**src/rtl/emmc_ddr8_data_tx_if.sv**
```systemverilog
// ---------------------------------------------------------------------------
// emmc_ddr8_data_tx_if
//   Bundles the write-data handshake and the DAT-bus outputs of the eMMC
//   8-bit DDR transmit framer.
//
//   in_data  [15:0] : payload word, [7:0] rising-edge byte, [15:8] falling
//   in_valid        : in_data holds a valid word
//   in_ready        : framer can accept a word this cycle
//   d1_wire  [7:0]  : DAT lanes for the rising card-clock edge
//   d2_wire  [7:0]  : DAT lanes for the falling card-clock edge
//   dat_oe          : DAT tristate enable
//   clk_stop        : request to hold the card clock (payload underrun)
//
//   master : the side that supplies payload and consumes the bus values
//   slave  : the framer itself
// ---------------------------------------------------------------------------
interface emmc_ddr8_data_tx_if;
  logic [15:0] in_data;
  logic        in_valid;
  logic        in_ready;
  logic [7:0]  d1_wire;
  logic [7:0]  d2_wire;
  logic        dat_oe;
  logic        clk_stop;

  modport master (
    output in_data,
    output in_valid,
    input  in_ready,
    input  d1_wire,
    input  d2_wire,
    input  dat_oe,
    input  clk_stop
  );

  modport slave (
    input  in_data,
    input  in_valid,
    output in_ready,
    output d1_wire,
    output d2_wire,
    output dat_oe,
    output clk_stop
  );
endinterface

```
**src/rtl/emmc_ddr8_data_tx.sv**
```systemverilog
// ---------------------------------------------------------------------------
// emmc_ddr8_data_tx
//   Transmit-side data block framer for eMMC 8-bit DDR write mode. Each block
//   goes out as: start bit on all lanes, BLOCK_BYTES/2 payload words (two
//   bytes per card clock), a 16-bit CRC per lane and per clock edge, then the
//   end bit. The lane values are registered and feed the DDR output stage.
//
//   Ports
//     clock    : controller clock, one card-clock period per cycle
//     reset_n  : synchronous active-low reset
//     start    : one-cycle request to send a block, honoured only when idle
//     bus      : slave side of emmc_ddr8_data_tx_if (handshake + DAT values)
//     busy     : a block is in progress
//     done     : one-cycle pulse after the end bit has been driven
// ---------------------------------------------------------------------------
module emmc_ddr8_data_tx #(
  parameter int BLOCK_BYTES = 512
) (
  input  logic                      clock,
  input  logic                      reset_n,
  input  logic                      start,
  emmc_ddr8_data_tx_if.slave        bus,
  output logic                      busy,
  output logic                      done
);

  localparam int WORDS = BLOCK_BYTES / 2;
  // One counter walks both the payload words and the 16 CRC bit times, so it
  // must be wide enough for whichever of the two is longer.
  localparam int CW = (WORDS > 16) ? $clog2(WORDS) : 4;
  localparam logic [CW-1:0] LAST_WORD = CW'(WORDS - 1);
  localparam logic [CW-1:0] LAST_CRC  = CW'(15);

  typedef enum logic [2:0] {
    S_IDLE  = 3'd0,
    S_START = 3'd1,
    S_DATA  = 3'd2,
    S_CRC   = 3'd3,
    S_END   = 3'd4
  } state_t;

  state_t           state_q;
  logic [CW-1:0]    cnt_q;
  logic [7:0][15:0] crcRise_q;
  logic [7:0][15:0] crcFall_q;
  logic [7:0]       d1_q;
  logic [7:0]       d2_q;
  logic             datOe_q;
  logic             clkStop_q;
  logic             done_q;
  logic             transfer;

  // Serial CRC16-CCITT step (x^16 + x^12 + x^5 + 1), one data bit per call.
  function automatic logic [15:0] crcStep(input logic [15:0] crc, input logic din);
    logic fb;
    fb = din ^ crc[15];
    crcStep = {crc[14:0], 1'b0} ^ (fb ? 16'h1021 : 16'h0000);
  endfunction

  assign transfer = (state_q == S_DATA) && bus.in_valid;

  // The bus registers are loaded with the values that belong to the state
  // being left, so lane values trail the state register by one cycle.
  // dat_oe still high while idle can only mean the end bit is on the wire
  // right now, which is exactly when the following cycle must pulse done.
  always_ff @(posedge clock) begin
    if (!reset_n) begin
      state_q   <= S_IDLE;
      cnt_q     <= '0;
      crcRise_q <= '0;
      crcFall_q <= '0;
      d1_q      <= 8'hFF;
      d2_q      <= 8'hFF;
      datOe_q   <= 1'b0;
      clkStop_q <= 1'b0;
      done_q    <= 1'b0;
    end else begin
      done_q    <= (state_q == S_IDLE) && datOe_q;
      clkStop_q <= 1'b0;
      case (state_q)
        S_IDLE: begin
          d1_q    <= 8'hFF;
          d2_q    <= 8'hFF;
          datOe_q <= 1'b0;
          if (start) begin
            state_q   <= S_START;
            cnt_q     <= '0;
            crcRise_q <= '0;
            crcFall_q <= '0;
          end
        end
        S_START: begin
          d1_q    <= 8'h00;
          d2_q    <= 8'h00;
          datOe_q <= 1'b1;
          state_q <= S_DATA;
        end
        S_DATA: begin
          if (transfer) begin
            d1_q <= bus.in_data[7:0];
            d2_q <= bus.in_data[15:8];
            for (int i = 0; i < 8; i++) begin
              crcRise_q[i] <= crcStep(crcRise_q[i], bus.in_data[i]);
              crcFall_q[i] <= crcStep(crcFall_q[i], bus.in_data[8+i]);
            end
            if (cnt_q == LAST_WORD) begin
              cnt_q   <= '0;
              state_q <= S_CRC;
            end else begin
              cnt_q <= cnt_q + 1'b1;
            end
          end else begin
            // Underrun: hold the lanes and ask for the card clock to pause.
            clkStop_q <= 1'b1;
          end
        end
        S_CRC: begin
          for (int i = 0; i < 8; i++) begin
            d1_q[i]      <= crcRise_q[i][15];
            d2_q[i]      <= crcFall_q[i][15];
            crcRise_q[i] <= {crcRise_q[i][14:0], 1'b0};
            crcFall_q[i] <= {crcFall_q[i][14:0], 1'b0};
          end
          if (cnt_q == LAST_CRC) begin
            cnt_q   <= '0;
            state_q <= S_END;
          end else begin
            cnt_q <= cnt_q + 1'b1;
          end
        end
        S_END: begin
          d1_q    <= 8'hFF;
          d2_q    <= 8'hFF;
          datOe_q <= 1'b1;
          state_q <= S_IDLE;
        end
        default: begin
          state_q <= S_IDLE;
        end
      endcase
    end
  end

  assign bus.in_ready = (state_q == S_DATA);
  assign bus.d1_wire  = d1_q;
  assign bus.d2_wire  = d2_q;
  assign bus.dat_oe   = datOe_q;
  assign bus.clk_stop = clkStop_q;
  assign busy         = (state_q != S_IDLE);
  assign done         = done_q;

endmodule

```
**src/flat_wrapper.sv**
```systemverilog
// flat-port wrapper written by rule: the top's interface ports become plain ports
module emmc_ddr8_data_tx_flat 
#(
  parameter int BLOCK_BYTES = 512
)
  (clock, reset_n, start, busy, done, bus_in_data, bus_in_valid, bus_in_ready, bus_d1_wire, bus_d2_wire, bus_dat_oe, bus_clk_stop);
  emmc_ddr8_data_tx_if bus_i ();
  input  logic clock;
  input  logic reset_n;
  input  logic start;
  output logic busy;
  output logic done;
  input wire logic [$bits(bus_i.in_data)-1:0] bus_in_data;
  input wire logic [$bits(bus_i.in_valid)-1:0] bus_in_valid;
  output wire logic [$bits(bus_i.in_ready)-1:0] bus_in_ready;
  output wire logic [$bits(bus_i.d1_wire)-1:0] bus_d1_wire;
  output wire logic [$bits(bus_i.d2_wire)-1:0] bus_d2_wire;
  output wire logic [$bits(bus_i.dat_oe)-1:0] bus_dat_oe;
  output wire logic [$bits(bus_i.clk_stop)-1:0] bus_clk_stop;
  assign bus_i.in_data = bus_in_data;
  assign bus_i.in_valid = bus_in_valid;
  assign bus_in_ready = bus_i.in_ready;
  assign bus_d1_wire = bus_i.d1_wire;
  assign bus_d2_wire = bus_i.d2_wire;
  assign bus_dat_oe = bus_i.dat_oe;
  assign bus_clk_stop = bus_i.clk_stop;
  emmc_ddr8_data_tx #(.BLOCK_BYTES(BLOCK_BYTES)) u_core (.clock(clock), .reset_n(reset_n), .start(start), .bus(bus_i), .busy(busy), .done(done));
endmodule
```
**config.mk**
```make
export PLATFORM = sky130hd
export DESIGN_NAME = emmc_ddr8_data_tx_flat
export DESIGN_NICKNAME = d
export VERILOG_FILES = /design/src/rtl/emmc_ddr8_data_tx_if.sv /design/src/rtl/emmc_ddr8_data_tx.sv /design/src/flat_wrapper.sv
export SDC_FILE = /design/constraint.sdc
export NUM_CORES = 1
export LEC_CHECK = 0
export ABC_AREA = 1
export CORE_MARGIN = 8
export CORE_UTILIZATION = 35
export CTS_CLUSTER_SIZE = 25
export DETAILED_ROUTE_END_ITERATION = 10
export PLACE_DENSITY_LB_ADDON = 0.05
export SETUP_SLACK_MARGIN = 0.15
export SLEW_MARGIN = 25
export SYNTH_ARGS = -nofsm -noshare
export SYNTH_HDL_FRONTEND = slang
export SYNTH_SLANG_ARGS = --single-unit
```
**constraint.sdc**
```tcl
create_clock -name clock -period 1.9 [get_ports clock]
set_input_delay 0.285 -clock clock [delete_from_list [all_inputs] [get_ports clock]]
set_output_delay 0.285 -clock clock [all_outputs]
set_load 0.01 [all_outputs]
```
Word level (Yosys, flattened, before mapping)
Cells that the tools add are included. W data, S select, Z words.

Flip-flop bits (word level): 286. Memory bits (writable): 0. Memories: 0. Memory bits (read-only): 0. Latch bits: 0. Output and inout port bits: 21. Word-level logic and storage cells: 116.

Div/mod/pow operators: 0. Shift-type cells: 0. Muxes and demuxes: 37. Multiply operators: 0. Order comparisons: 0. $add $sub $neg: 1. Bitwise gates (word level): 32. Equal/unequal tests: 10. Reduce and logical (&&, ||, !) cells: 13.

Operators by type and width (number): $pmux W128 S3 (2); $mux W128 (3); $xor A16 B16 Y16 (16); $mux W13 (16); $pmux W8 S4 (2); $mux W8 (6); $pmux W8 S3 (1); $xor A1 B1 Y1 (16); $mux W3 (4); $pmux W3 S4 (1); $add A8 B1 Y8 const B (1); $eq A8 B4 Y1 const B (1); $eq A8 B8 Y1 const B (1); $eq A3 B2 Y1 const B (2); $ne A2 B1 Y1 const B (3); $reduce_bool A3 Y1 (2); $reduce_and A2 Y1 (2); $reduce_and A4 Y1 (1); $reduce_bool A4 Y1 (1); $reduce_or A2 Y1 (2); $eq A3 B1 Y1 const B (1); $eq A3 B3 Y1 const B (1); $logic_not A3 Y1 (1); $reduce_and A3 Y1 (1); other kinds (5) (6).

Logic depth before layout (Yosys ltp)
Gate-level depths: netlist of run 1.

Depth in word-level cells: 5. Gate-level depth with buffers: 11. Depth with buffers taken out: 10.

Worst setup path after synthesis of run 1
OpenSTA, ideal clock, no wires.

Path type: reg-to-reg. From: register u_core.state_q[0]. To: register u_core.crcFall_q[33] in the netlist's numbering. Library setup time: 132 ps. Arrival: 1393 ps. Required time: 1768 ps. Setup slack: 375 ps. Cell stages (with the launch flop): 12. Cell sequence: dfxtp_1 -> buf_4 -> nor2_4 -> nand3_2 -> nand2_1 -> inv_2 -> nand2_2 -> inv_4 -> buf_6 -> buf_2 -> nand2_1 -> a21oi_1.

Longest elaborated chain between the ends: 4.

Ends and longest elaborated chain: start, declared (RTL line emmc_ddr8_data_tx.sv:42) `state_t state_q;`; start signal, assigned (RTL line emmc_ddr8_data_tx.sv:68) `state_q <= S_IDLE;`; start signal, assigned (RTL line emmc_ddr8_data_tx.sv:86) `state_q <= S_START;`; start signal, assigned (RTL line emmc_ddr8_data_tx.sv:96) `state_q <= S_DATA;`; $eq A3 B2 Y1 (RTL line emmc_ddr8_data_tx.sv:60, emmc_ddr8_data_tx.sv:80); $logic_and A1 B1 Y1 (RTL line emmc_ddr8_data_tx.sv:60) `assign transfer = (state_q == S_DATA) && bus.in_valid;`; $ne A2 B1 Y1 (no source line); $reduce_and A3 Y1 (no source line); end signal, assigned by index (RTL line emmc_ddr8_data_tx.sv:104) `crcFall_q[i] <= crcStep(crcFall_q[i], bus.in_data[8+i]);`; end signal, assigned by index (RTL line emmc_ddr8_data_tx.sv:122) `crcFall_q[i] <= {crcFall_q[i][14:0], 1'b0};`; end, declared (RTL line emmc_ddr8_data_tx.sv:45) `logic [7:0][15:0] crcFall_q;`.

Several ways; a longest one is shown, not always the timed one. A chain may end at the register's enable or synchronous reset.

Final worst setup path of run 1
From: register u_core.d1_q[1], in the netlist u_core.bus.d1_wire[1]. To: output port bus_d1_wire[1].

RTL lines: start, declared (RTL line emmc_ddr8_data_tx.sv:46) `logic [7:0] d1_q;`; start signal, assigned (RTL line emmc_ddr8_data_tx.sv:100) `d1_q <= bus.in_data[7:0];`; start signal, assigned by index (RTL line emmc_ddr8_data_tx.sv:119) `d1_q[i] <= crcRise_q[i][15];`; end, declared (RTL line flat_wrapper.sv:16) `output wire logic [$bits(bus_i.d1_wire)-1:0] bus_d1_wire;`.

No word-level cell between the ends.

==> results of run 1 <==
-- power by group --
part | switching, mW | internal (mW) | total, mW
logic | 4.49 | 2.94 | 7.43
registers | 0.452 | 6.79 | 7.24
clock network | 2.53 | 3.89 | 6.42
total | 7.47 | 13.6 | 21.1
-- state kept, by name (all words and copies together) (netlist names) --
name / cells
u_core.bus.clk_stop: 1
u_core.bus.d1_wire: 8
u_core.bus.d2_wire: 8
u_core.bus.dat_oe: 1
u_core.cnt_q: 8
u_core.crcFall_q: 128
u_core.crcRise_q: 128
u_core.done: 1
u_core.state_q: 3
-- area by class of cell --
| type | count | area, um2 | area share (%) |
|---|---|---|---|
| clock buffers | 51 | 1030 | 7.64 |
| inverters | 57 | 234 | 1.74 |
| repair buffers | 105 | 1210 | 8.97 |
| flip-flops and latches | 286 | 5730 | 42.6 |
| multi-input cells | 1066 | 4660 | 34.6 |
| well taps | 402 | 503 | 3.74 |
| clock inverters | 12 | 88.8 | 0.660 |
-- worst max path at each step --
stage	from	end	slack, ns	cells after the start
after floorplan	u_core.state_q[0]	u_core.crcFall_q[33]	0.38	11
after global placement	bus_in_valid	u_core.crcRise_q[119]	-0.05	9
after detailed placement	bus_in_valid	u_core.crcRise_q[71]	-0.04	9
after CTS	u_core.state_q[0]	bus_in_ready	0.14	4
after global routing	u_core.state_q[1]	u_core.crcFall_q[15]	0.12	11
final	u_core.bus.d1_wire[1]	bus_d1_wire[1]	0.20	1
-- timing repair --
action	4_1_cts	5_1_grt
setup endpoints to repair	26	218
endpoints found under the hold margin	0	0
pin swaps	1	2
resized for setup	17	15
buffers inserted	1	10
gates cloned	0	1
-- tightest hold or removal path, stage by stage --
cell	delay, ns
buf_2	0.15
inv_6	0.13
a21oi_1	0.13
-- routing by layer --
layer	global-route usage, %	up-vias	wire length, um
met5	0	-	0
met4	4.53	0	654
met3	2.52	46	878
met2	21.7	117	11900
met1	19.7	4306	14100
li1	-	4901	-
-- kinds of logic (layout without fill, tap and decap cells) --
logic type                 after synthesis  in the layout  synth area share (%)
buffers and inverters                  152            225                  6.89
DFF                                    286            286                  51.6
adders and majority gates                1              1                 0.113
xor gates and xnor gates                15             15                  1.18
AOI/OAI and AO/OA                      339            339                  15.4
and+or+nand+nor                        711            711                  24.8
-- through the flow --
step | hold slack [ns] | TNS (ns)
CTS | 0.222 | 0
floorplan | 0.436 | 0
global route | 0.238 | 0
global placement | 0.444 | -3.06
detailed placement | 0.446 | -1.21
finish | 0.241 | 0
-- layout by cell type (no fill, tap or decap), drive strengths merged --
cell type / synthesis / routed
xnor2: 5 / 5
o211ai: 1 / 1
nor2: 127 / 127
a21oi: 250 / 250
ha: 1 / 1
nand3b: 1 / 1
o32ai: 1 / 1
clkdlybuf4s50: 0 / 35
bufinv: 0 / 1
clkbuf: 37 / 53
o21a: 1 / 1
dfxtp: 286 / 286
nand2: 550 / 550
o21ai: 85 / 85
nor3: 1 / 1
dlygate4sd2: 0 / 2
nand2b: 5 / 5
o221ai: 1 / 1
xor2: 10 / 10
nand3: 27 / 27
buf: 58 / 66
inv: 54 / 54
clkinv: 3 / 14
==> flow_metrics.env, run 1 <==
export IMPL_hold_start="reset_n"
export IMPL_hold_violations=0
export IMPL_fmax_mhz=587
export IMPL_die_width_um=194
export IMPL_place_gp_congestion=0.735
export IMPL_max_stage_delay_ns=0.56
export IMPL_power_mw=21.1
export IMPL_synthTopCellsByArea="dfxtp_1, nand2_1, a21oi_1"
export IMPL_rrSetupSlack_ns=0.21
export IMPL_synthArstFlopShare_pct=0
export IMPL_synth_avg_cell_area_um2=7.38
export IMPL_cts_num_sinks=286
export IMPL_routed_wl_um=27500
export IMPL_worstPathArrival_ns=1.42
export IMPL_path_buf_inv=1
export IMPL_cp_required_ns=1.62
export IMPL_synth_top_cells_by_count="nand2_1, dfxtp_1, a21oi_1"
export IMPL_setup_ws_ns=0.196
export IMPL_power_leakage_nw=4.76
export IMPL_critPathLaunchType="flop"
export IMPL_cts_made_buffers=35
export IMPL_setup_viol=0
export IMPL_period_needed_ns=1.70
export IMPL_core_area_mm2=0.0314
export IMPL_hold_path_depth=3
export IMPL_rsz0062_at_grt="no"
export IMPL_grt_pass1_wl_um=44700
export IMPL_postSynthCellCount=1504
export IMPL_path_class="reg2out"
export IMPL_ys_types=30
export IMPL_yosysTopAreaCell="dfxtp_1"
export IMPL_worstPathCellList="clkdlybuf4s50_1"
export IMPL_yosys_area_top_type_share_pct=51.6
export IMPL_crit_slowest_cell="clkdlybuf4s50_1"
export IMPL_htree_levels=2
export IMPL_cts_tree="done"
export IMPL_synth_edf_count=0
export IMPL_fp_dieArea_mm2=0.0377
export IMPL_clk_latency_ns=0.50
export IMPL_status="finished clean"
export IMPL_holdPathEnd="u_core.crcFall_q[3]"
export IMPL_layout_drive_gt1_share_pct=9.26
export IMPL_grt_total_usage_pct=14.1
export IMPL_dr_pass1_iters=5
export IMPL_fin_crit_sh_pct=89.7
export IMPL_synth_fp_nets=1525
export IMPL_drt_initial_drc_count=518
export IMPL_cap_violations=0
export IMPL_grt_overflow=0
export IMPL_place_area_mm2=0.0122
export IMPL_cts_root_buf="clkbuf_16"
export IMPL_rr_worst_depth=11
export IMPL_yosysMostFrequentCell="nand2_1"
export IMPL_timing_rr_end="u_core.crcRise_q[127]"
export IMPL_final_nets=1572
export IMPL_grt_max_degree=72
export IMPL_ys_seq_elements=286
export IMPL_final_util_pct=42.9
export IMPL_antenna_found_initial=0
export IMPL_ys_warnings_count=0
export IMPL_p_per_area_mw_per_mm2=1570
export IMPL_avgViaCountPerCell=4.73
export IMPL_io_buffers=40
export IMPL_rows=65
export IMPL_dpl_worst_slack_ns=-0.0400
export IMPL_synth_area_mm2=0.0111
export IMPL_clock_path_buffers=3
export IMPL_area_growth_pct=21.2
export IMPL_synth_ff_type="dfxtp_1"
export IMPL_fillCellCount=3290
export IMPL_clk_pin_slew_worst_paths_ns=0.06
export IMPL_die_height_um=194
export IMPL_io_pins=41
export IMPL_diodes=0
export IMPL_path_max_fanout=2
export IMPL_vias=9370
export IMPL_end_kind="output pin"
export IMPL_reg2reg_from="u_core.state_q[1]"
export IMPL_stdcell_count=1979
export IMPL_placedCellCount=1904
export IMPL_worst_pin_slew_ns=0.380
export IMPL_hold_buffers=0
export IMPL_slew_headroom_pct=74.6
export IMPL_yosysSeqAreaShare_pct=51.6
export IMPL_critPathTopFamily="buffers and inverters"
export IMPL_grt_pass1_vias=8564
export IMPL_initial_utilization_pct=35.4
export IMPL_drc=0
export IMPL_slew_violations=0
export IMPL_design_area_mm2=0.0135
export IMPL_skew_ns=0.0114
export IMPL_ir_drop_mv=0.680
export IMPL_hold_class="in2reg"
export IMPL_ant_nets=0
export IMPL_routedWlPerCell_um=13.9
export IMPL_dp_hpwl_um=16500
Power figures use the tool's default switching activity.
==> run 2: changes to the inputs <==
--- a/config.mk
+++ b/config.mk
@@ -6,12 +6,13 @@
 export NUM_CORES = 1
 export LEC_CHECK = 0
 export ABC_AREA = 1
+export CORE_ASPECT_RATIO = 1.75
 export CORE_MARGIN = 8
 export CORE_UTILIZATION = 35
 export CTS_CLUSTER_SIZE = 25
 export DETAILED_ROUTE_END_ITERATION = 10
 export PLACE_DENSITY_LB_ADDON = 0.05
-export SETUP_SLACK_MARGIN = 0.15
+export SETUP_SLACK_MARGIN = 0.5
 export SLEW_MARGIN = 25
 export SYNTH_ARGS = -nofsm -noshare
 export SYNTH_HDL_FRONTEND = slang
==> flow_metrics.env, run 2 (same netlist as run 1, synthesis figures left out) <==
export IMPL_status="finished clean"
export IMPL_setup_ws_ns=0.216
export IMPL_clk_pin_slew_worst_paths_ns=0.07
export IMPL_grt_pass1_vias=9268
export IMPL_cts_made_buffers=29
export IMPL_worst_pin_slew_ns=0.369
export IMPL_die_height_um=252
export IMPL_layout_common_cells="nand2_1, dfxtp_1, a21oi_1, nor2_1, inv_1"
export IMPL_critPathTopFamily="buffers and inverters"
export IMPL_crit_path_frequent_cell="buf_12"
export IMPL_reg2reg_from="u_core.state_q[0]"
export IMPL_p_per_area_mw_per_mm2=1690
export IMPL_dp_hpwl_um=17400
export IMPL_diodes=0
export IMPL_hold_start="reset_n"
export IMPL_final_common_cell="nand2_1"
export IMPL_worstPathCellList="nor2_4 > buf_8 > nand3b_4 > buf_6 > nand3_4 > buf_12 > buf_12 > clkbuf_16 > nand2_1 > a21oi_1"
export IMPL_setup_viol=0
export IMPL_rows=86
export IMPL_routed_wl_um=33000
export IMPL_clk_latency_ns=0.55
export IMPL_period_needed_ns=1.68
export IMPL_grt_pass1_wl_um=49300
export IMPL_top_regs="u_core.crcFall_q x128, u_core.crcRise_q x128"
export IMPL_grt_max_degree=54
export IMPL_skew_ns=0.0180
export IMPL_core_area_mm2=0.0314
export IMPL_htree_levels=1
export IMPL_finalSetupTns_ns=0
export IMPL_cts_tree="done"
export IMPL_worstPathArrival_ns=2.15
export IMPL_area_growth_pct=34.8
export IMPL_startpoint="u_core.state_q[0]"
export IMPL_vias=9894
export IMPL_fp_dieArea_mm2=0.0379
export IMPL_hold_violations=0
export IMPL_hold_buffers=0
export IMPL_initial_utilization_pct=35.3
export IMPL_dr_pass1_iters=5
export IMPL_hold_class="in2reg"
export IMPL_path_buf_inv=5
export IMPL_grt_overflow=0
export IMPL_placedCellCount=1899
export IMPL_cts_num_sinks=286
export IMPL_drt_initial_drc_count=527
export IMPL_fin_crit_sh_pct=88.6
export IMPL_final_nets=1620
export IMPL_place_gp_congestion=0.729
export IMPL_fillCellCount=3151
export IMPL_path_class="reg2reg"
export IMPL_rsz0062_at_grt="yes"
export IMPL_power_leakage_nw=5.46
export IMPL_drc=0
export IMPL_io_pins=41
export IMPL_cp_required_ns=2.37
export IMPL_slew_headroom_pct=75.4
export IMPL_fmax_mhz=594
export IMPL_stdcell_count=2016
export IMPL_die_width_um=151
export IMPL_crit_slowest_cell="dfxtp_4"
export IMPL_ant_nets=0
export IMPL_antenna_found_initial=0
export IMPL_avgViaCountPerCell=4.91
export IMPL_grt_total_usage_pct=16.2
export IMPL_cts_root_buf="clkbuf_16"
export IMPL_io_buffers=40
export IMPL_power_mw=25.2
export IMPL_ir_drop_mv=1.64
export IMPL_clock_path_buffers=3
export IMPL_end_kind="flop"
export IMPL_dpl_worst_slack_ns=0.0311
export IMPL_layout_drive_gt1_share_pct=21.5
export IMPL_routedWlPerCell_um=16.3
export IMPL_cap_violations=0
export IMPL_critPathLaunchType="flop"
export IMPL_max_stage_delay_ns=0.37
export IMPL_path_max_fanout=8
export IMPL_slew_violations=0
run 2: final timing paths:
kind	slack [ns]	end	depth (start not counted)
hold reg to reg	0.45	u_core.crcFall_q[95]	2
setup reg to reg	0.22	u_core.crcRise_q[10]	10
hold / removal	0.07	u_core.bus.d2_wire[2]	2
setup / recovery	0.22	u_core.crcRise_q[10]	10
run 2: report_power, final:
group	internal, mW	total [mW]	switching [mW]
clock network	3.51	5.91	2.40
registers	6.80	7.29	0.487
logic	5.66	12.0	6.36
total	16.0	25.2	9.25
run 2: final cells by class:
class	count	area, um2	area share, %
clock buffers	43	858	5.74
clock inverters	9	120	0.803
repair inverters	3	57.6	0.385
inverters	57	249	1.66
flip-flops and latches	286	5740	38.4
multi-input cells	1066	5240	35.0
repair buffers	156	2200	14.7
well taps	396	495	3.31
run 2: metrics by stage:
step / hold slack (ns) / util (%) / instance area, um2
2_1_floorplan: 0.436 / - / 11100
3_3_place_gp: 0.444 / 38.8 / 12200
3_5_place_dp: 0.451 / 38.8 / 12200
4_1_cts: 0.0419 / 44.4 / 14000
5_1_grt: 0.0748 / 47.6 / 15000
6_report: 0.0750 / 47.6 / 15000
run 2: repair_timing:
| item | 4_1_cts | 5_1_grt |
|---|---|---|
| setup endpoints to repair | 304 | 301 |
| endpoints found under the hold margin | 0 | 0 |
| setup buffers | 29 | 7 |
| pin swaps | 7 | 69 |
| gates cloned | 11 | 18 |
| resized for setup | 126 | 262 |
run 2: metal layers:
layer / share of wire (%) / vias up / track usage [%]
li1: - / 5003 / -
met1: 44 / 4704 / 20.0
met2: 49 / 137 / 28.2
met3: 3.7 / 50 / 2.08
met4: 2.8 / 0 / 5.74
met5: 0 / - / 0
run 2: worst reg2reg max path, stage by stage (launching register included):
cell and delay [ns]:
dfxtp_4 0.37, nor2_4 0.15, buf_8 0.12, nand3b_4 0.09
buf_6 0.13, nand3_4 0.11, buf_12 0.18, buf_12 0.14
clkbuf_16 0.14, nand2_1 0.05, a21oi_1 0.12
==> run 3: changes to the inputs <==
--- a/config.mk
+++ b/config.mk
@@ -6,7 +6,7 @@
 export NUM_CORES = 1
 export LEC_CHECK = 0
 export ABC_AREA = 1
-export CORE_ASPECT_RATIO = 1.75
+export CORE_ASPECT_RATIO = 1.1
 export CORE_MARGIN = 8
 export CORE_UTILIZATION = 35
 export CTS_CLUSTER_SIZE = 25
==> flow_metrics.env, run 3 (same netlist as run 1, synthesis figures left out) <==
export IMPL_status="finished clean"
export IMPL_layout_common_cells="nand2_1, dfxtp_1, a21oi_1, nor2_1, a21oi_2"
export IMPL_crit_slowest_cell="dfxtp_4"
export IMPL_power_leakage_nw=6.16
export IMPL_ir_drop_mv=0.815
export IMPL_path_class="reg2reg"
export IMPL_cts_tree="done"
export IMPL_grt_pass1_vias=9218
export IMPL_avgViaCountPerCell=4.85
export IMPL_cts_root_buf="clkbuf_16"
export IMPL_cts_num_sinks=286
export IMPL_worstPathArrival_ns=2.11
export IMPL_max_stage_delay_ns=0.35
export IMPL_setup_viol=0
export IMPL_finalSetupTns_ns=0
export IMPL_grt_overflow=0
export IMPL_placedCellCount=1919
export IMPL_rrSetupSlack_ns=0.21
export IMPL_cp_required_ns=2.32
export IMPL_slew_violations=0
export IMPL_antenna_found_initial=0
export IMPL_grt_max_degree=61
export IMPL_layout_drive_gt1_share_pct=24.8
export IMPL_critPathLaunchType="flop"
export IMPL_grt_total_usage_pct=16.0
export IMPL_clockPowerShare_pct=23.9
export IMPL_fmax_mhz=593
export IMPL_area_growth_pct=42.2
export IMPL_hold_violations=0
export IMPL_worst_pin_slew_ns=0.406
export IMPL_pwr_share_comb_pct=48.9
export IMPL_seqPwrFrac_pct=27.2
export IMPL_htree_levels=2
export IMPL_drc=0
export IMPL_hold_class="in2reg"
export IMPL_whs_ns=0.279
export IMPL_dr_pass1_iters=5
export IMPL_dp_hpwl_um=16300
export IMPL_stdcell_count=2065
export IMPL_top_regs="u_core.crcFall_q x128, u_core.crcRise_q x128"
export IMPL_grt_pass1_wl_um=48800
export IMPL_p_per_area_mw_per_mm2=1710
export IMPL_die_height_um=203
export IMPL_diodes=0
export IMPL_seq_area_mm2=0.00575
export IMPL_dpl_worst_slack_ns=0.00119
export IMPL_path_max_fanout=6
export IMPL_io_buffers=40
export IMPL_cts_made_buffers=34
export IMPL_design_area_mm2=0.0158
export IMPL_rsz0062_at_grt="yes"
export IMPL_ant_nets=0
export IMPL_end_kind="flop"
export IMPL_clock_path_buffers=3
export IMPL_place_gp_congestion=0.711
export IMPL_routedWlPerCell_um=17.0
export IMPL_period_needed_ns=1.69
export IMPL_slew_headroom_pct=72.9
export IMPL_final_nets=1643
export IMPL_timing_rr_end="u_core.crcRise_q[26]"
export IMPL_final_util_pct=50.4
export IMPL_worstSetupEndpoint="u_core.crcRise_q[26]"
export IMPL_multi_input_area_mm2=0.00545
export IMPL_startpoint="u_core.state_q[1]"
export IMPL_power_switching_mw=9.81
export IMPL_power_mw=26.9
export IMPL_fin_crit_sh_pct=88.7
export IMPL_clk_latency_ns=0.50
export IMPL_vias=10000
export IMPL_routed_wl_um=35100
export IMPL_reg2reg_from="u_core.state_q[1]"
export IMPL_drt_initial_drc_count=662
export IMPL_skew_ns=0.0121
export IMPL_p_int_mw=17.1
export IMPL_final_common_cell="nand2_1"
export IMPL_rr_worst_depth=10
export IMPL_worstPathCellList="buf_6 > nor2_4 > nand3_4 > nand3_4 > buf_6 > buf_16 > buf_12 > buf_4 > nand2_4 > a21oi_2"
export IMPL_fillCellCount=3076
export IMPL_rows=68
export IMPL_clk_pin_slew_worst_paths_ns=0.06
export IMPL_cap_violations=0
export IMPL_io_pins=41
export IMPL_switching_share_pct=36.4
export IMPL_place_area_mm2=0.0121
export IMPL_die_width_um=186
export IMPL_setup_ws_ns=0.214
export IMPL_fp_dieArea_mm2=0.0377
export IMPL_hold_buffers=0
export IMPL_core_area_mm2=0.0313
export IMPL_initial_utilization_pct=35.4
==> run 3: timing repair <==
item,CTS,global route
pin swaps,12,30
gates resized for setup,80,315
setup buffers,18,21
endpoints found under the setup margin,303,303
cloned,14,34
==> run 3: how the worst min path moves through the flow <==
stage / endpoint / slack, ns / cells past startpoint / startpoint
final: u_core.crcFall_q[6] / 0.28 / 3 / reset_n
after global routing: u_core.crcRise_q[126] / 0.29 / 3 / reset_n
after CTS: u_core.crcFall_q[11] / 0.27 / 3 / reset_n
after detailed placement: u_core.crcRise_q[125] / 0.45 / 2 / u_core.crcRise_q[124]
after global placement: u_core.crcRise_q[102] / 0.44 / 2 / u_core.crcRise_q[101]
after floorplan: u_core.crcRise_q[6] / 0.44 / 2 / u_core.crcRise_q[5]
==> run 3: power groups by stage <==
stage	combinational [mW]	sequential (mW)	clock (mW)
floorplan	4.37	7.28	0
global placement	7.04	7.31	0
finish	13.2	7.31	6.43
detailed placement	7.04	7.31	0
global route	14.0	7.40	6.84
CTS	9.34	7.20	6.62
==> run 3: per-layer routing <==
metal	vias to the layer above	GRT usage [%]	share of wire, %
li1	5057	-	-
met1	4763	21.6	48
met2	153	26.3	46
met3	47	2.47	4.1
met4	0	3.66	2.0
met5	-	0	0
==> run 3: layout make-up <==
class / instances / area share, %
repair buffers: 176 / 17.1
well taps: 420 / 3.33
multi-input cells: 1066 / 34.5
clock buffers: 52 / 6.65
repair inverters: 1 / 0.0555
inverters: 57 / 1.55
flip-flops and latches: 286 / 36.4
clock inverters: 7 / 0.404
==> run 3: critical path: cells and delay by family, from the launching register on <==
family | cells | cell delay, ns
buffers and inverters | 5 | 0.64
AND/OR/NAND/NOR | 4 | 0.48
flip-flops | 1 | 0.35
AO/OA/AOI/OAI | 1 | 0.14
